$ cat config.mk
export PLATFORM = sky130hd
export DESIGN_NAME = key_entry_controller_flat
export DESIGN_NICKNAME = d
export VERILOG_FILES = /design/src/rtl/key_entry_pkg.sv /design/src/rtl/key_entry_controller_if.sv /design/src/rtl/key_edge_detect.sv /design/src/rtl/key_entry_controller.sv /design/src/flat_wrapper.sv
export SDC_FILE = /design/constraint.sdc
export NUM_CORES = 1
export LEC_CHECK = 0
export ABC_AREA = 1
export ABC_CLOCK_PERIOD_IN_PS = 3800
export CORE_MARGIN = 5
export CORE_UTILIZATION = 40
export CTS_CLUSTER_DIAMETER = 40
export DETAILED_ROUTE_END_ITERATION = 8
export PLACE_DENSITY_LB_ADDON = 0.3
export SETUP_SLACK_MARGIN = 0.2
export SLEW_MARGIN = 20
export SYNTH_ARGS = -nofsm -noshare
export SYNTH_HDL_FRONTEND = slang
export SYNTH_SLANG_ARGS = --single-unit
$ cat constraint.sdc
create_clock -name clk -period 3.8 [get_ports clk]
set_clock_uncertainty 0.2 [all_clocks]
set_input_delay 0.76 -clock clk [delete_from_list [all_inputs] [get_ports clk]]
set_output_delay 0.76 -clock clk [all_outputs]
set_load 0.05 [all_outputs]
$ cat src/rtl/key_entry_pkg.sv
// Shared types and defaults for the key entry controller.
// Timeout build option: KEY_ENTRY_TIMEOUT_EN.
package key_entry_pkg;

    typedef enum logic [1:0] {
        IDLE     = 2'd0,
        ENTRY    = 2'd1,
        ARMED    = 2'd2,
        CHARGING = 2'd3
    } state_t;

    localparam int MAX_AMOUNT_DEF  = 20;
    localparam int TIMEOUT_CYC_DEF = 10000;
    localparam int CREDIT_MAX_DEF  = 99;
    localparam int BIN_W           = 7;
    localparam int TO_W            = 14;

    // Bit positions in the edge detector's key vector
    localparam int KEY_NUM     = 0;
    localparam int KEY_START   = 1;
    localparam int KEY_CLEAR   = 2;
    localparam int KEY_CONFIRM = 3;

    function automatic logic [BIN_W-1:0] bcd_to_bin(input logic [7:0] bcd);
        logic [BIN_W-1:0] tens;
        logic [BIN_W-1:0] ones;
        tens = BIN_W'(bcd[7:4]);
        ones = BIN_W'(bcd[3:0]);
        return tens * BIN_W'(10) + ones;
    endfunction

endpackage

$ cat src/rtl/key_entry_controller_if.sv
// Key, coin and session signals between scanner/charger side and the controller.
interface key_entry_controller_if;
    import key_entry_pkg::*;

    logic [3:0]       key_value;
    logic             press_num;
    logic             start;
    logic             clear;
    logic             confirm;
    logic             coin_pulse;
    logic             charge_done;
    logic [7:0]       amount_bcd;
    logic [BIN_W-1:0] credit;
    logic             armed;
    logic             charge_en;
    logic [BIN_W-1:0] charge_amount;
    logic             err;

    modport master (
        output key_value, press_num, start, clear, confirm, coin_pulse, charge_done,
        input  amount_bcd, credit, armed, charge_en, charge_amount, err
    );

    modport slave (
        input  key_value, press_num, start, clear, confirm, coin_pulse, charge_done,
        output amount_bcd, credit, armed, charge_en, charge_amount, err
    );

endinterface

$ cat src/rtl/key_edge_detect.sv
// Registered rising-edge detector for the four key levels.
// Keys already held when reset releases are swallowed until released and re-pressed.
module key_edge_detect (
    input  logic       clk,
    input  logic       rst_n,
    input  logic [3:0] level,
    output logic [3:0] rise
);

    logic [3:0] prev;
    logic       primed;

    always_ff @(posedge clk or negedge rst_n) begin
        if (!rst_n) begin
            prev   <= 4'd0;
            primed <= 1'b0;
        end else begin
            prev   <= level;
            primed <= 1'b1;
        end
    end

    assign rise = level & ~prev & {4{primed}};

endmodule

$ cat src/rtl/key_entry_controller.sv
// Amount entry, coin credit and charge session sequencing; key events act at the sampling edge.
// Optional idle timeout in ENTRY/ARMED enabled by KEY_ENTRY_TIMEOUT_EN.
module key_entry_controller
    import key_entry_pkg::*;
#(
    parameter int MAX_AMOUNT  = MAX_AMOUNT_DEF,
    parameter int TIMEOUT_CYC = TIMEOUT_CYC_DEF,
    parameter int CREDIT_MAX  = CREDIT_MAX_DEF
) (
    input  logic                   clk,
    input  logic                   rst_n,
    key_entry_controller_if.slave  bus
);

    localparam logic [BIN_W-1:0] MAX_B    = BIN_W'(MAX_AMOUNT);
    localparam logic [BIN_W-1:0] CREDIT_B = BIN_W'(CREDIT_MAX);

    if (TIMEOUT_CYC < 2 || TIMEOUT_CYC > (1 << TO_W)) begin : g_bad_timeout_cyc
        $error("TIMEOUT_CYC out of range");
    end

    state_t           state;
    logic [7:0]       amount_bcd;
    logic [BIN_W-1:0] credit;
    logic             charge_en;
    logic [BIN_W-1:0] charge_amount;
    logic             err;

    logic [3:0]       rise;
    logic             ev_clear, ev_confirm, ev_start, ev_digit, any_ev;
    logic [BIN_W-1:0] amount_bin;
    logic             start_ok;
    logic [BIN_W-1:0] credit_base;
    logic [BIN_W-1:0] credit_next;
    logic             timeout;

    key_edge_detect u_edge (
        .clk   (clk),
        .rst_n (rst_n),
        .level ({bus.confirm, bus.clear, bus.start, bus.press_num}),
        .rise  (rise)
    );

    // Only the highest-priority event of a cycle survives
    assign ev_clear   = rise[KEY_CLEAR];
    assign ev_confirm = rise[KEY_CONFIRM] & ~ev_clear;
    assign ev_start   = rise[KEY_START] & ~rise[KEY_CONFIRM] & ~ev_clear;
    assign ev_digit   = rise[KEY_NUM] & ~rise[KEY_START] & ~rise[KEY_CONFIRM] & ~ev_clear;
    assign any_ev     = |rise;

    assign amount_bin = bcd_to_bin(amount_bcd);
    assign start_ok   = (state == ARMED) && ev_start && (credit >= amount_bin);

    // Coin is applied after the start deduction
    always_comb begin
        credit_base = start_ok ? (credit - amount_bin) : credit;
        credit_next = credit_base;
        if (bus.coin_pulse && (credit_base < CREDIT_B)) begin
            credit_next = credit_base + BIN_W'(1);
        end
    end

`ifdef KEY_ENTRY_TIMEOUT_EN
    localparam logic [TO_W-1:0] TO_LAST = TO_W'(TIMEOUT_CYC - 1);
    logic [TO_W-1:0] idle_cnt;
    logic            waiting;

    assign waiting = (state == ENTRY) || (state == ARMED);
    assign timeout = waiting && (idle_cnt == TO_LAST) && !any_ev;

    // Every exit from ENTRY/ARMED is an event or the timeout itself
    always_ff @(posedge clk or negedge rst_n) begin
        if (!rst_n) begin
            idle_cnt <= '0;
        end else if (!waiting || any_ev || timeout) begin
            idle_cnt <= '0;
        end else begin
            idle_cnt <= idle_cnt + TO_W'(1);
        end
    end
`else
    assign timeout = 1'b0;
`endif

    always_ff @(posedge clk or negedge rst_n) begin
        if (!rst_n) begin
            state         <= IDLE;
            amount_bcd    <= 8'h00;
            credit        <= '0;
            charge_en     <= 1'b0;
            charge_amount <= '0;
            err           <= 1'b0;
        end else begin
            credit <= credit_next;
            err    <= 1'b0;
            case (state)
                IDLE: begin
                    if (ev_clear) begin
                        state <= IDLE;
                    end else if (ev_confirm || ev_start) begin
                        err <= 1'b1;
                    end else if (ev_digit) begin
                        amount_bcd <= {4'd0, bus.key_value};
                        state      <= ENTRY;
                    end
                end
                ENTRY: begin
                    if (ev_clear) begin
                        amount_bcd <= 8'h00;
                        state      <= IDLE;
                    end else if (ev_confirm) begin
                        if (amount_bin == '0 || amount_bin > MAX_B) begin
                            err        <= 1'b1;
                            amount_bcd <= 8'h00;
                        end else begin
                            state <= ARMED;
                        end
                    end else if (ev_start) begin
                        err <= 1'b1;
                    end else if (ev_digit) begin
                        if (amount_bcd[7:4] == 4'd0) begin
                            amount_bcd <= {amount_bcd[3:0], bus.key_value};
                        end else begin
                            err <= 1'b1;
                        end
                    end else if (timeout) begin
                        amount_bcd <= 8'h00;
                        state      <= IDLE;
                    end
                end
                ARMED: begin
                    if (ev_clear) begin
                        amount_bcd <= 8'h00;
                        state      <= IDLE;
                    end else if (ev_start) begin
                        if (start_ok) begin
                            charge_en     <= 1'b1;
                            charge_amount <= amount_bin;
                            state         <= CHARGING;
                        end else begin
                            err <= 1'b1;
                        end
                    end else if (timeout) begin
                        amount_bcd <= 8'h00;
                        state      <= IDLE;
                    end
                end
                CHARGING: begin
                    if (bus.charge_done || ev_clear) begin
                        charge_en     <= 1'b0;
                        charge_amount <= '0;
                        amount_bcd    <= 8'h00;
                        state         <= IDLE;
                    end
                end
                default: state <= IDLE;
            endcase
        end
    end

    assign bus.amount_bcd    = amount_bcd;
    assign bus.credit        = credit;
    assign bus.armed         = (state == ARMED);
    assign bus.charge_en     = charge_en;
    assign bus.charge_amount = charge_amount;
    assign bus.err           = err;

endmodule

$ cat src/flat_wrapper.sv
// flat-port wrapper written by rule: the top's interface ports become plain ports
module key_entry_controller_flat import key_entry_pkg::*;
#(
    parameter int MAX_AMOUNT  = MAX_AMOUNT_DEF,
    parameter int TIMEOUT_CYC = TIMEOUT_CYC_DEF,
    parameter int CREDIT_MAX  = CREDIT_MAX_DEF
)
  (clk, rst_n, bus_key_value, bus_press_num, bus_start, bus_clear, bus_confirm, bus_coin_pulse, bus_charge_done, bus_amount_bcd, bus_credit, bus_armed, bus_charge_en, bus_charge_amount, bus_err);
  key_entry_controller_if bus_i ();
  input  logic clk;
  input  logic rst_n;
  input wire logic [$bits(bus_i.key_value)-1:0] bus_key_value;
  input wire logic [$bits(bus_i.press_num)-1:0] bus_press_num;
  input wire logic [$bits(bus_i.start)-1:0] bus_start;
  input wire logic [$bits(bus_i.clear)-1:0] bus_clear;
  input wire logic [$bits(bus_i.confirm)-1:0] bus_confirm;
  input wire logic [$bits(bus_i.coin_pulse)-1:0] bus_coin_pulse;
  input wire logic [$bits(bus_i.charge_done)-1:0] bus_charge_done;
  output wire logic [$bits(bus_i.amount_bcd)-1:0] bus_amount_bcd;
  output wire logic [$bits(bus_i.credit)-1:0] bus_credit;
  output wire logic [$bits(bus_i.armed)-1:0] bus_armed;
  output wire logic [$bits(bus_i.charge_en)-1:0] bus_charge_en;
  output wire logic [$bits(bus_i.charge_amount)-1:0] bus_charge_amount;
  output wire logic [$bits(bus_i.err)-1:0] bus_err;
  assign bus_i.key_value = bus_key_value;
  assign bus_i.press_num = bus_press_num;
  assign bus_i.start = bus_start;
  assign bus_i.clear = bus_clear;
  assign bus_i.confirm = bus_confirm;
  assign bus_i.coin_pulse = bus_coin_pulse;
  assign bus_i.charge_done = bus_charge_done;
  assign bus_amount_bcd = bus_i.amount_bcd;
  assign bus_credit = bus_i.credit;
  assign bus_armed = bus_i.armed;
  assign bus_charge_en = bus_i.charge_en;
  assign bus_charge_amount = bus_i.charge_amount;
  assign bus_err = bus_i.err;
  key_entry_controller #(.MAX_AMOUNT(MAX_AMOUNT), .TIMEOUT_CYC(TIMEOUT_CYC), .CREDIT_MAX(CREDIT_MAX)) u_core (.clk(clk), .rst_n(rst_n), .bus(bus_i));
endmodule
After elaboration in Yosys (flattened, before gate mapping)

Index checks and enable logic that the tools add are counted.

Flip-flop bits (word level): 31
Output and inout bits: 25
Logic and storage cells: 108

Add/sub/neg operators: 3
$mul: 1
Order comparisons: 3
Equal/unequal tests: 21
Multiplexer cells: 47
Bitwise gates (word level): 12
Reductions and logical operators: 13

Operators with widths:

| cell                                                | number |
|---|---|
| 2-to-1 mux 8 bit                                    | 11 |
| 2-to-1 mux 7 bit                                    | 6 |
| case mux 8 bit (4 select lines)                     | 1 |
| 2-to-1 mux 2 bit                                    | 10 |
| 2-to-1 mux 1 bit                                    | 15 |
| case mux 7 bit (2 select lines)                     | 1 |
| != test 3 x 1 -> 1 bit (second input constant)      | 4 |
| != test 2 x 1 -> 1 bit (second input constant)      | 5 |
| AND reduction 9 bit                                 | 1 |
| AND 4 bit                                           | 2 |
| != test 4 x 1 -> 1 bit (second input constant)      | 2 |
| case mux 2 bit (4 select lines)                     | 1 |
| adder 7 x 1 -> 7 bit (second input constant)        | 1 |
| adder 7 x 4 -> 7 bit                                | 1 |
| >= comparator 7 bit                                 | 1 |
| > comparator 7 x 5 -> 1 bit (second input constant) | 1 |
| logical NOT 7 bit                                   | 1 |
| less-than comparator 7 bit (second input constant)  | 1 |
| AND reduction 7 bit                                 | 1 |
| subtractor 7 bit                                    | 1 |
| AND 1 bit                                           | 6 |
| multiplier 4 x 3 -> 6 bit (second input constant)   | 1 |
| != test 2 bit (second input constant)               | 3 |
| != test 3 x 2 -> 1 bit (second input constant)      | 2 |
| other kinds (14)                                    | 21 |

Longest topological paths before layout

Gate-level depths: netlist of run 1.

Word-level depth: 12
Mapped depth: 23
Depth with buffers taken out: 22

By module

A second synthesis of run 1 with hierarchy kept.

Cells, all modules: 325
Area, all modules: 2404.8 um^2

Modules (own cells, without submodules):

| module               | times used | cells an instance | area an instance (um^2) | sequential area each (um^2) |
|---|---|---|---|---|
| key_entry_controller | 1          | 311               | 2245.9                  | 650.6 |
| key_edge_detect      | 1          | 14                | 158.9                   | 125.1 |

Worst setup path before layout of run 1

No wires, ideal clock.

Path kind: register -> register
From: register u_core.amount_bcd[5], in the netlist u_core.bus.amount_bcd[5]
To: register u_core.credit[6], in the netlist u_core.bus.credit[6]
Data arrival time: 3.565 ns
Required time: 3.484 ns
Path slack: -0.082 ns
Stages on the path, launching flop included: 21
Path buffers: 1
Period minus slack after synthesis: 3.882 ns
Cells stage by stage: dfrtp_1 > ha_1 > ha_1 > fa_1 > xnor2_1 > inv_1 > ha_1 > nand2_1 > nor2_1 > a31oi_1 > nand3_4 > nand3_4 > buf_12 > nand2_4 > nand2_4 > ha_1 > nand3_1 > nand2_1 > nand2_1 > nand2_1 > nand2_1

Longest elaborated chain between the ends: 8
Elaborated cells on any way between the ends: 10

RTL lines:

| what                            | RTL line                    | RTL |
|---|---|---|
| from (decl)                     | key_entry_controller.sv:23  | `logic [7:0] amount_bcd;` |
| from (signal assigned)          | key_entry_controller.sv:103 | `amount_bcd <= {4'd0, bus.key_value};` |
| from (signal assigned)          | key_entry_controller.sv:122 | `amount_bcd <= {amount_bcd[3:0], bus.key_value};` |
| multiplier 4 x 3 -> 6 bit (*)   | key_entry_pkg.sv:29         | `return tens * BIN_W'(10) + ones;` |
| adder 7 x 4 -> 7 bit (*)        | key_entry_pkg.sv:29         |  |
| >= comparator 7 bit             | key_entry_controller.sv:52  | `assign start_ok = (state == ARMED) && ev_start && (credit >= amount_bin);` |
| logical AND 1 bit               | key_entry_controller.sv:52  |  |
| 2-to-1 mux 7 bit (*)            | key_entry_controller.sv:56  | `credit_base = start_ok ? (credit - amount_bin) : credit;` |
| less-than comparator 7 bit      | key_entry_controller.sv:58  | `if (bus.coin_pulse && (credit_base < CREDIT_B)) begin` |
| logical AND 1 bit               | key_entry_controller.sv:58  |  |
| 2-to-1 mux 7 bit (*)            | key_entry_controller.sv:58  |  |
| named net u_core.credit_next[6] | key_entry_controller.sv:34  | `logic [BIN_W-1:0] credit_next;` |
| to (signal assigned)            | key_entry_controller.sv:94  | `credit <= credit_next;` |
| to (decl)                       | key_entry_controller.sv:24  | `logic [BIN_W-1:0] credit;` |

Mark *: on every way through the listed nets, which the timed path passes. The rest lies on a longest branch.
A chain may end at the register's enable or synchronous reset.

Worst setup path after layout of run 1

From: register u_core.amount_bcd[7], in the netlist u_core.bus.amount_bcd[7]
To: register u_core.credit[1], in the netlist u_core.bus.credit[1]

Same word-level chain as after synthesis.

==> results of run 1 <==
[flip-flops by register name, indices dropped and copies added, names as in the netlist]
signal and flops:
u_core.bus.charge_amount 7, u_core.u_edge.prev 4, u_core.bus.charge_en 1, u_core.bus.err 1, u_core.bus.credit 7, u_core.u_edge.primed 1, u_core.bus.amount_bcd 8, u_core.state 2
[tightest hold or removal path: stages, from the launching register on]
cell and delay, ps:
dfrtp_1 380, inv_1 50, o22ai_1 70
[where the power goes]
group          total [W]  internal (W)  switching (W)  leakage, nW
registers       0.000549      0.000424       0.000125        0.396
clock network   0.000264      0.000128       0.000136       0.0412
logic            0.00233      0.000914        0.00141         1.20
total            0.00314       0.00147        0.00167         1.64
[per-stage QoR]
stage	cells	utilization (%)	hold slack [ps]	power, W
after floorplan	325	-	264	0.00205
after global placement	442	48.4	323	0.00246
after detailed placement	442	48.4	324	0.00249
after CTS	452	50.4	341	0.00281
after global routing	467	54.9	373	0.00342
final	467	54.9	338	0.00314
[timing repair]
item / in CTS / in global routing
setup buffers: 2 / 15
hold buffers: 0 / 0
pin swaps: 2 / 20
endpoints found under the setup margin: 13 / 16
gates resized for setup: 4 / 28
[cells in the final DEF, fill, tap and decap left out, types with 4 or more instances in the layout]
master and instances:
nand3_1 20, a21oi_1 6, buf_4 22, inv_1 50, o21ai_0 7, o22ai_1 7
nand3_4 4, nand4_1 12, clkdlybuf4s50_1 36, dfrtp_1 27, nor2_1 12, inv_2 7
ha_1 4, nand2_4 9, nor2_4 5, ha_4 10, nand2_2 14, nand2_1 81
dfrtp_2 4, clkbuf_8 5
[worst max-delay path by stage]
stage,slack (ps),cells past startpoint,end,from
finish,220,19,u_core.bus.credit[1]$_DFF_PN0_,u_core.bus.amount_bcd[7]$_DFFE_PN0P_
global route,90,20,u_core.bus.credit[3]$_DFF_PN0_,u_core.bus.amount_bcd[7]$_DFFE_PN0P_
CTS,200,19,u_core.bus.credit[3]$_DFF_PN0_,u_core.bus.amount_bcd[7]$_DFFE_PN0P_
detailed placement,120,19,u_core.bus.credit[1]$_DFF_PN0_,u_core.bus.amount_bcd[7]$_DFFE_PN0P_
global placement,240,19,u_core.bus.credit[4]$_DFF_PN0_,u_core.bus.amount_bcd[7]$_DFFE_PN0P_
floorplan,260,20,u_core.bus.credit[6]$_DFF_PN0_,u_core.bus.amount_bcd[5]$_DFFE_PN0P_
[cell families (layout without fill, tap and decap cells)]
kind of cell,after synthesis,after routing,synth area share (%)
other,1,1,0.149
AOI/OAI and AO/OA,33,33,8.44
DFF,31,31,30.8
buffers and inverters,63,128,11.2
adders and majority gates,17,17,9.33
and+or+nand+nor,173,173,37.6
xor gates and xnor gates,7,7,2.43
[layer usage]
metal / vias up / global-route usage, % / routed length [um]
li1: 1175 / - / -
met1: 1115 / 22.1 / 2840
met2: 45 / 27.7 / 3130
met3: 8 / 3.50 / 258
met4: 0 / 4.60 / 81
met5: - / 0 / 0
[layout make-up]
type / count / area share [%]
repair buffers: 62 / 16.8
clock inverters: 2 / 0.365
well taps: 77 / 2.81
clock buffers: 6 / 2.12
multi-input cells: 231 / 48.8
flip-flops and latches: 31 / 22.8
inverters: 58 / 6.36
==> key figures, run 1 <==
Run status
  – Outcome: completed

Worst setup path
  – Reg-to-reg startpoint: u_core.bus.amount_bcd[7]$_DFFE_PN0P_
  – Top delay family on crit path: adder cells
  – Critical Path Start Type: flop
  – Worst path cell trace: ha_4, ha_4, fa_2, xnor2_2, inv_2, ha_4, nand2_4, nor2_4, a31oi_4, nand3_4, nand3_4, buf_6, nand2_2, o21ai_4, nor2_4, nand2_4, buf_4, nand3_1, nand2_1
  – Slowest cell on the critical path: fa_2
  – Worst reg-to-reg path cell count: 19
  – Buffers and inverters on the worst path: 3
  – Critical path class: reg -> reg
  – Crit path largest cell delay: 580 ps
  – CP arrival: 3560 ps
  – Crit-path max FO: 6
  – Kind of end point of the critical path: flop
  – CP most frequent cell: ha_4
  – Data required, critical path: between 3000 and 4000 ps
  – Worst R2R End: u_core.bus.credit[1]$_DFF_PN0_
  – Reg2reg setup slack: 220 ps

Logic synthesis
  – Biggest area consumer among synthesized cells: dfrtp_1
  – Asr flop ratio synth: 100%
  – Syn Inst Count: 325
  – Library cells used by synthesis: 38
  – Register area share after synthesis: 30.8%
  – Top cell type's share of synthesized area: 30.8%
  – Synth Cell Area: 2520 um2
  – Warnings, synthesis: 0
  – Commonest cells post-synth: 86 x nand2_1, 51 x inv_1, 31 x dfrtp_1
  – Post-synth EDFFs: 0
  – Most frequent cell after synthesis: nand2_1
  – Top FF cell, synth: dfrtp_1
  – Synth area leaders: dfrtp_1 31%, nand2_1 13%, inv_1 7.6%
  – Yosys reg bits: 31
  – Syn nets: 354
  – Synthesized area per cell: between 7 and 8 um2

Floorplanning
  – Area of the core: roughly 6200 um2
  – Initial Utilization: 40.4%
  – Die Width: approximately 89 um
  – Placement row count: 29
  – I/O Pins: 37
  – Die area: 7990 um2
  – Die H: approximately 90 um

Hold path
  – Hold Path Origin: u_core.bus.charge_amount[2]$_DFFE_PN0P_
  – Worst hold endpoint: u_core.bus.charge_amount[2]$_DFFE_PN0P_
  – Worst Hold Depth: 2
  – Min-Delay Path Class: reg -> reg

Pwr
  – PD cells: 917 nW/um2
  – VDD IR max: 0.463 mV
  – Lkg Pwr: 1.64 nW

Clock tree
  – Num CTS Buffers: 5
  – Worst-Skew Late Latency: 290 ps
  – CTS tree: built
  – Clk root buf: clkbuf_8
  – CTS Sinks: 31
  – Clock buffer depth: 2
  – Worst-path clk slew: 80 ps
  – H-Tree Depth: 2

Route
  – Routed len/inst: 13.5 um
  – Vias per cell: 5.02
  – Post-Route WL: 6310 um
  – DRC Markers: 0
  – Initial DRC count: 125
  – DRT Pass-1 Iters: 4
  – Via count: around 2,300
  – DRT antenna net count: 0

Global routing
  – Initial antenna violation count: 0
  – First-pass GRT wire length: 10,500 um
  – Gr usage total: 16.7%
  – Vias in the first global route: roughly 2,300
  – Remaining global-route overflow: 0
  – Largest net degree at the start of global routing: 32

Layout
  – Register Area: between 700 and 800 um2
  – Fin area: approximately 3400 um2
  – Synth-to-layout area growth: 35.9%
  – Fillers: 571
  – Post-layout net count: 418
  – Share of layout cells above drive strength 1: approximately 27%
  – Multi-input combinational cell area: 1670 um2
  – # diodes: 0

Place
  – Pre-CTS setup slack: roughly 120 ps
  – Port Buffers: 36
  – Placed cell area: about 3000 um2
  – Routability Congestion: roughly 0.86
  – DP Wirelength: 4570 um

Timing
  – Relative slew slack: 62.5%
  – Final-report setup violation count: 0
  – Fmax: 279 MHz
  – Period utilisation layout: between 90% and 100%
  – Total Neg Setup Slack: 0 ps
  – Final Hold Fails: 0
  – Minimum clock period: 3580 ps
  – Slew Limit Fails: 0
  – Final setup margin: 220 ps
  – RSZ-0062 raised after global routing: yes
  – Worst-Margin Slew: 559 ps

Flow run
  – Max_cap viols: 0
Note: power is estimated with default switching activity, not from simulation.
==> inputs of run 2 (changes only) <==
--- a/config.mk
+++ b/config.mk
@@ -6,7 +6,7 @@
 export NUM_CORES = 1
 export LEC_CHECK = 0
 export ABC_AREA = 1
-export ABC_CLOCK_PERIOD_IN_PS = 3800
+export ABC_CLOCK_PERIOD_IN_PS = 3100
 export CORE_MARGIN = 5
 export CORE_UTILIZATION = 40
 export CTS_CLUSTER_DIAMETER = 40
==> constraint.sdc (replaced) <==
create_clock -name clk -period 3.1 [get_ports clk]
set_clock_uncertainty 0.2 [all_clocks]
set_input_delay 0.62 -clock clk [delete_from_list [all_inputs] [get_ports clk]]
set_output_delay 0.62 -clock clk [all_outputs]
set_load 0.05 [all_outputs]
==> key figures, run 2 (synthesis results as in run 1) <==
Run status
  – Outcome: finished with violations (was completed)
  – Violated checks: setup timing

Pwr
  – VDD IR max: 0.532 mV (was 0.463 mV)
  – Power, Total: 0.00430 W (was 0.00314 W)
  – PD cells: 1130 nW/um2 (was 917 nW/um2)
  – Lkg Pwr: 1.81 nW (was 1.64 nW)

Layout
  – Top flop regs: u_core.bus.amount_bcd (8), u_core.bus.charge_amount (7), u_core.bus.credit (7) (unchanged)
  – # diodes: 0 (unchanged)
  – Commonest non-fill, non-tap cell in the layout: nand2_1 (unchanged)
  – Most frequent cells in the layout: 66 x nand2_1, 48 x inv_1, 45 x buf_4 (was 81 x nand2_1, 50 x inv_1, 36 x clkdlybuf4s50_1)
  – Top reg by flops: u_core.bus.amount_bcd (unchanged)
  – Share of layout cells above drive strength 1: 38.7% (was 26.9%)
  – Post-layout net count: 447 (was 418)
  – Max reg flops: 8 (unchanged)
  – Synth-to-layout area growth: 50.8% (was 35.9%)

Clock tree
  – CTS Sinks: 31 (unchanged)
  – Clock buffer depth: 2 (unchanged)
  – CTS tree: built (unchanged)
  – Worst-path clk slew: 70 ps (was 80 ps)
  – Hold-fix buffers at CTS: 0 (unchanged)
  – Num CTS Buffers: 5 (unchanged)
  – Worst-Skew Late Latency: 290 ps (about the same)
  – Clk root buf: clkbuf_8 (unchanged)
  – H-Tree Depth: 2 (unchanged)

Hold path
  – Min-Delay Path Class: reg -> reg (unchanged)
  – Worst Hold Depth: 2 (unchanged)

Worst setup path
  – Crit-path max FO: 7 (was 6)
  – CP arrival: 3440 ps (was 3560 ps)
  – Critical path class: reg -> reg (unchanged)
  – Reg2reg setup slack: -350 ps (was 220 ps)
  – Worst reg-to-reg path cell count: 19 (unchanged)
  – Critical Path Start Type: flop (unchanged)
  – Data required, critical path: 3080 ps (was 3780 ps)
  – Kind of end point of the critical path: flop (unchanged)

Place
  – Routability Congestion: 0.854 (was 0.856)
  – Port Buffers: 36 (unchanged)
  – DP Wirelength: 4910 um (was 4570 um)
  – Pre-CTS setup slack: -462 ps (was 119 ps)

Floorplanning
  – Die area: 7990 um2 (unchanged)
  – Initial Utilization: 40.4% (unchanged)
  – Die Width: 89.4 um (unchanged)
  – Placement row count: 29 (unchanged)
  – Area of the core: 6240 um2 (unchanged)
  – I/O Pins: 37 (unchanged)
  – Die H: 89.4 um (unchanged)

Timing
  – Final-report setup violation count: 25 (was 0)
  – Final setup margin: -354 ps (was 220 ps)
  – Slew Limit Fails: 0 (unchanged)
  – Period utilisation layout: 111% (was 94.2%)
  – Final Hold Fails: 0 (unchanged)
  – Relative slew slack: 50.7% (was 62.5%)
  – Worst hold slack: 335 ps (was 338 ps)
  – Minimum clock period: 3450 ps (was 3580 ps)
  – Fmax: 290 MHz (was 279 MHz)
  – Worst-Margin Slew: 734 ps (was 559 ps)
  – RSZ-0062 raised after global routing: yes (unchanged)

Route
  – Met3 WL post-DR: 251 um (was 258 um)
  – DRC Markers: 0 (unchanged)
  – DRT antenna net count: 0 (unchanged)
  – DRT Pass-1 Iters: 4 (unchanged)
  – Post-Route WL: 6930 um (was 6310 um)
  – Via count: 2,494 (was 2,343)
  – Vias per cell: 5.03 (was 5.02)
  – Wire length on met1: 3160 um (was 2840 um)
  – Initial DRC count: 126 (was 125)
  – Routed len/inst: 14.0 um (was 13.5 um)
  – WL met2: 3410 um (was 3130 um)
  – Highest metal used: met4 (unchanged)

Global routing
  – Remaining global-route overflow: 0 (unchanged)
  – First-pass GRT wire length: 11,200 um (was 10,500 um)
  – Largest net degree at the start of global routing: 32 (unchanged)
  – Initial antenna violation count: 0 (unchanged)
  – Vias in the first global route: 2,407 (was 2,297)
  – Gr usage total: 18.0% (was 16.7%)

Flow run
  – Max_cap viols: 0 (unchanged)
[run 2: changes by cell type in the layout (fill, tap and decap cells not counted), moves of 3 or more]
| cell | previous run | this run |
|---|---|---|
| nand3_2 | 3 | 10 |
| nand2_1 | 81 | 66 |
| o21ai_1 | 3 | 7 |
| nand3_1 | 20 | 12 |
| nand2_4 | 9 | 14 |
| buf_4 | 22 | 45 |
| o21ai_0 | 7 | 2 |
| buf_6 | 3 | 8 |
| nand2_2 | 14 | 23 |
| nor2_2 | 2 | 5 |
[run 2: cell type report]
cell class	count	area, um2
clock inverters	2	12.5
repair buffers	90	808
flip-flops and latches	31	781
multi-input cells	232	1810
fillers	531	2440
inverters	58	225
clock buffers	6	72.6
well taps	77	96.3
[run 2: worst paths after layout]
kind                                                         startpoint                                      end
worst max-delay path               u_core.bus.amount_bcd[7]$_DFFE_PN0P_           u_core.bus.credit[3]$_DFF_PN0_
worst min-delay path            u_core.bus.charge_amount[6]$_DFFE_PN0P_  u_core.bus.charge_amount[6]$_DFFE_PN0P_
worst max register to register     u_core.bus.amount_bcd[7]$_DFFE_PN0P_           u_core.bus.credit[3]$_DFF_PN0_
worst min register to register  u_core.bus.charge_amount[6]$_DFFE_PN0P_  u_core.bus.charge_amount[6]$_DFFE_PN0P_
max in group asynchronous                                         rst_n     u_core.bus.amount_bcd[5]$_DFFE_PN0P_
min in group asynchronous                                         rst_n          u_core.u_edge.prev[1]$_DFF_PN0_
[run 2: metrics by stage]
step | TNS (ps) | std cells | instance area, um2 | utilization [%]
2_1_floorplan | -5510 | 325 | 2620 | -
3_3_place_gp | -5220 | 475 | 3330 | 53.4
3_5_place_dp | -6050 | 475 | 3330 | 53.4
4_1_cts | -5680 | 493 | 3600 | 57.6
5_1_grt | -9120 | 496 | 3800 | 60.9
6_report | -6220 | 496 | 3800 | 60.9
[run 2: report_power, final]
part,switching (W),internal [W],leakage (nW),total (W)
combinational,0.00189,0.00141,1.37,0.00330
clock,0.000170,0.000157,0.0412,0.000327
sequential,0.000151,0.000519,0.396,0.000671
[run 2: critical path, cell delays in order (launching register included)]
cell and delay, ps:
dfrtp_2 430, ha_4 250, ha_4 150, fa_2 570, xnor2_2 140, inv_2 70, ha_4 270, nand2_2 50
nor2_2 80, a31oi_2 110, nand3_4 150, nand3_4 170, nand2_4 110, nand2_4 60, nor2_4 120, nand3_4 90
nand2_4 110, nand2_8 80, nand2_2 70, nand2_1 50
[run 2: repair_timing]
item,in CTS,in global routing
pin swaps,18,28
endpoints found under the hold margin,0,0
cloned,2,0
setup endpoints to repair,23,26
setup buffers,8,3
gates resized for setup,22,45
[run 2: routing by layer]
metal	vias to the layer above	track usage (%)
met5	-	0
met4	0	4.60
met3	14	3.13
met2	63	30.1
met1	1181	24.0
li1	1236	-
==> RTL edit 1, RTL diff (flow settings as in run 2) <==
Set the package constant `BIN_W` to 14 (it was 7).
--- a/src/rtl/key_entry_pkg.sv
+++ b/src/rtl/key_entry_pkg.sv
@@ -12,7 +12,7 @@
     localparam int MAX_AMOUNT_DEF  = 20;
     localparam int TIMEOUT_CYC_DEF = 10000;
     localparam int CREDIT_MAX_DEF  = 99;
-    localparam int BIN_W           = 7;
+    localparam int BIN_W           = 14;
     localparam int TO_W            = 14;
 
     // Bit positions in the edge detector's key vector
Interface: changed (resized bus_charge_amount and bus_credit); port bits go from 37 to 51. No check against the original RTL was run, so the function may have changed too.
==> RTL edit 1 against run 2 <==
- the flow still finishes with violations (setup timing)
- sequential cell count increased by 9
- routed wire length up 52%
- sequential power rose by 20%
- largest power group unchanged
- fmax fell by 18%
- combinational power grew 42%
- cell area increased by 38%
- setup slack lost 0.75 ns
- largest cell class unchanged
- area after synthesis is 26% higher
- power increased by 38%
- via count up 43%
==> RTL edit 1: results (changes against run 2) <==
latest clock arrival within the worst-skew pair: 0.31 ns (+0.02 ns)
Final Cell Area: 5260 um^2 (+38%)
commonest cells in the netlist: nand2_1 (98), inv_1 (73), dfrtp_1 (40)
violations in the final reports: setup timing
top cell family by delay on the critical path: simple AND/OR/NAND/NOR gates
Max-slew headroom: 0.470 (-0.0368)
status: finished, violations left
synth top area cells: dfrtp_1 (32%), nand2_1 (12%), inv_1 (8.6%)
P_leak: 2.51 nW (+38%)
placed cells: 660 (+39%)
post-synthesis sequential area ratio: 0.316 (+0.00799)
Setup TNS Final: -28.77 ns (-22.55 ns)
critical path fanouts, max: 6 (-1)
final std cells w/o fill: 703 (+42%)
largest net degree at the start of global routing: 29 (-9.4%)
cells on worst reg2reg path: 26 (+7)
Peak supply drop: 654 uV (+23%)
CP arrival: 4.19 ns (+0.75 ns)
via/cell ratio: 5.06 (+0.54%)
Final Worst Setup Slack: -1.10 ns (-0.747 ns)
final setup violation count: 35 (+40%)
layout cell share with drive strength beyond 1: 0.433 (+0.0460)
detailed router's first-iteration violation count: 207 (+64%)
Total GRT Usage: 0.200 (+0.0198)
Setup Buffers After CTS: 23 (+15)
post-CTS resize count: 52 (+140%)
first-pass GRT wire length: 16000 um (+42%)
clk slew on worst S/H paths: 0.10 ns (+0.03 ns)
drt total wl: 10500 um (+52%)
vias in the first global route: 3556 (+48%)
Post-Syn Instances: 431 (+33%)
Placed Instance Area: 4470 um^2 (+34%)
Layout Nets: 632 (+41%)
[RTL edit 1: cell type report]
type | count | share of cell area
tap | 102 | 0.0243
clock buffer | 5 | 0.0131
inverter | 76 | 0.0557
timing repair buffer | 167 | 0.273
multi-input combinational | 310 | 0.434
sequential | 40 | 0.191
clock inverter | 3 | 0.00880
[RTL edit 1: cells by family after synthesis]
family                   synth area share
adder cells (fa/ha/maj)            0.0861
flip-flops                          0.316
AO/OA/AOI/OAI                      0.0853
XOR/XNOR                           0.0276
other                             0.00237
buffers and inverters               0.113
AND/OR/NAND/NOR                     0.370
[RTL edit 1: final timing paths]
| path | slack (ns) | from | to |
|---|---|---|---|
| hold reg to reg | 0.32 | u_core.bus.charge_en$_DFFE_PN0P_ | u_core.bus.charge_en$_DFFE_PN0P_ |
| max in group asynchronous | 1.91 | rst_n | u_core.bus.credit[4]$_DFF_PN0_ |
| setup / recovery | -1.10 | u_core.bus.amount_bcd[5]$_DFFE_PN0P_ | u_core.bus.credit[4]$_DFF_PN0_ |
| setup reg to reg | -1.10 | u_core.bus.amount_bcd[5]$_DFFE_PN0P_ | u_core.bus.credit[4]$_DFF_PN0_ |
| min in group clk | 0.32 | u_core.bus.charge_en$_DFFE_PN0P_ | u_core.bus.charge_en$_DFFE_PN0P_ |
| hold / removal | 0.13 | rst_n | u_core.u_edge.primed$_DFF_PN0_ |
[RTL edit 1: power by group]
part / switching [mW] / leakage (nW) / internal [mW]
combinational: 2.52 / 1.95 / 2.15
sequential: 0.146 / 0.503 / 0.662
clock: 0.226 / 0.0548 / 0.243
[RTL edit 1: metal layers]
layer,vias up,routed length (um),GRT usage
met3,32,429,0.0255
met2,106,5430,0.358
met1,1700,4350,0.239
met4,0,294,0.0819
met5,-,0,0
li1,1716,-,-
==> RTL edit 2, RTL diff (flow settings as in run 2) <==
Made on the original files. Re-encode `state_t` (4 states) as one-hot, 4 bits wide.
--- a/src/rtl/key_entry_pkg.sv
+++ b/src/rtl/key_entry_pkg.sv
@@ -2,11 +2,11 @@
 // Timeout build option: KEY_ENTRY_TIMEOUT_EN.
 package key_entry_pkg;
 
-    typedef enum logic [1:0] {
-        IDLE     = 2'd0,
-        ENTRY    = 2'd1,
-        ARMED    = 2'd2,
-        CHARGING = 2'd3
+    typedef enum logic [3:0] {
+        IDLE     = 4'b0001,
+        ENTRY    = 4'b0010,
+        ARMED    = 4'b0100,
+        CHARGING = 4'b1000
     } state_t;
 
     localparam int MAX_AMOUNT_DEF  = 20;
Formal check against the unedited RTL: no difference found for any inputs over 10 cycles, from zero or initial values and one cycle with rst_n low; not proved beyond that.
==> RTL edit 2 against run 2 <==
- the run still ends with setup timing left
- setup slack better by 0.064 ns
- largest cell class unchanged
- sequential cell count up 2
- first-iteration DRC count is 7.1% higher
- routed wire length up 6.0%
- cell area is 1.2% higher
- area after synthesis decreased by 1.1%
Power is left out: the tool's default activity adds up to more than one toggle a clock period on the data nets, which glitch-free logic cannot reach.
==> RTL edit 2: results (changes against run 2) <==
via/cell ratio: 5.13 (+2.1%)
violations in the final reports: setup timing
Crit Reg-Reg Endpoint: u_core.bus.credit[6]$_DFF_PN0_
Final Worst Setup Slack: -0.290 ns (+0.0642 ns)
vias in the first global route: 2643 (+9.8%)
Hold EP: u_core.bus.charge_en$_DFFE_PN0P_
placed cells: 481 (+1.3%)
RePlAce Congestion: 0.870 (+1.9%)
status: finished, violations left
largest net degree at the start of global routing: 34 (+6.3%)
met1 Usage GRT: 0.232 (-0.00769)
hold path start: u_core.bus.charge_en$_DFFE_PN0P_
detailed router's first-iteration violation count: 135 (+7.1%)
WL met1: 3030 um (-4.1%)
synth top area cells: dfrtp_1 (32%), nand2_1 (17%), inv_1 (7.2%)
first drt pass iteration count: 5 (+1)
met2 wire length: 3910 um (+15%)
worst slew pin tran: 0.519 ns (-0.215 ns)
Layout Nets: 462 (+3.4%)
Synth cell types: 37 (-2.6%)
met3 wire length: 305 um (+22%)
Final HPWL DP: 4990 um (+1.5%)
Setup TNS Final: -3.62 ns (+2.60 ns)
final setup violation count: 20 (-20%)
Min Clock Period, post-route: 3.39 ns (-0.0642 ns)
post-synthesis sequential area ratio: 0.332 (+0.0240)
Total GRT Usage: 0.191 (+0.0112)
Syn Nets: 369 (+4.2%)
cells on worst reg2reg path: 18 (-1)
RTL edit 2: final cells by class:
class	count	area, um^2
sequential	33	833
clock inverter	3	46.3
inverter	56	220
tap	75	93.8
fill	483	2140
clock buffer	5	68.8
timing repair buffer	88	786
multi-input combinational	249	1800
RTL edit 2: timing repair:
action | 4_1_cts | 5_1_grt
pin swaps | 19 | 24
setup endpoints to repair | 29 | 28
gates resized for setup | 38 | 41
buffers inserted | 10 | 8
hold endpoints to repair | 0 | 0
gates cloned | 2 | 0
RTL edit 2: kinds of logic (layout without fill, tap and decap cells):
logic type | Yosys count | after routing | synth area share
and+or+nand+nor | 194 | 195 | 0.387
buffers and inverters | 59 | 152 | 0.0934
DFF | 33 | 33 | 0.332
AOI/OAI and AO/OA | 30 | 30 | 0.0708
adders and majority gates | 17 | 17 | 0.0944
xor gates and xnor gates | 6 | 6 | 0.0211
other | 1 | 1 | 0.00150
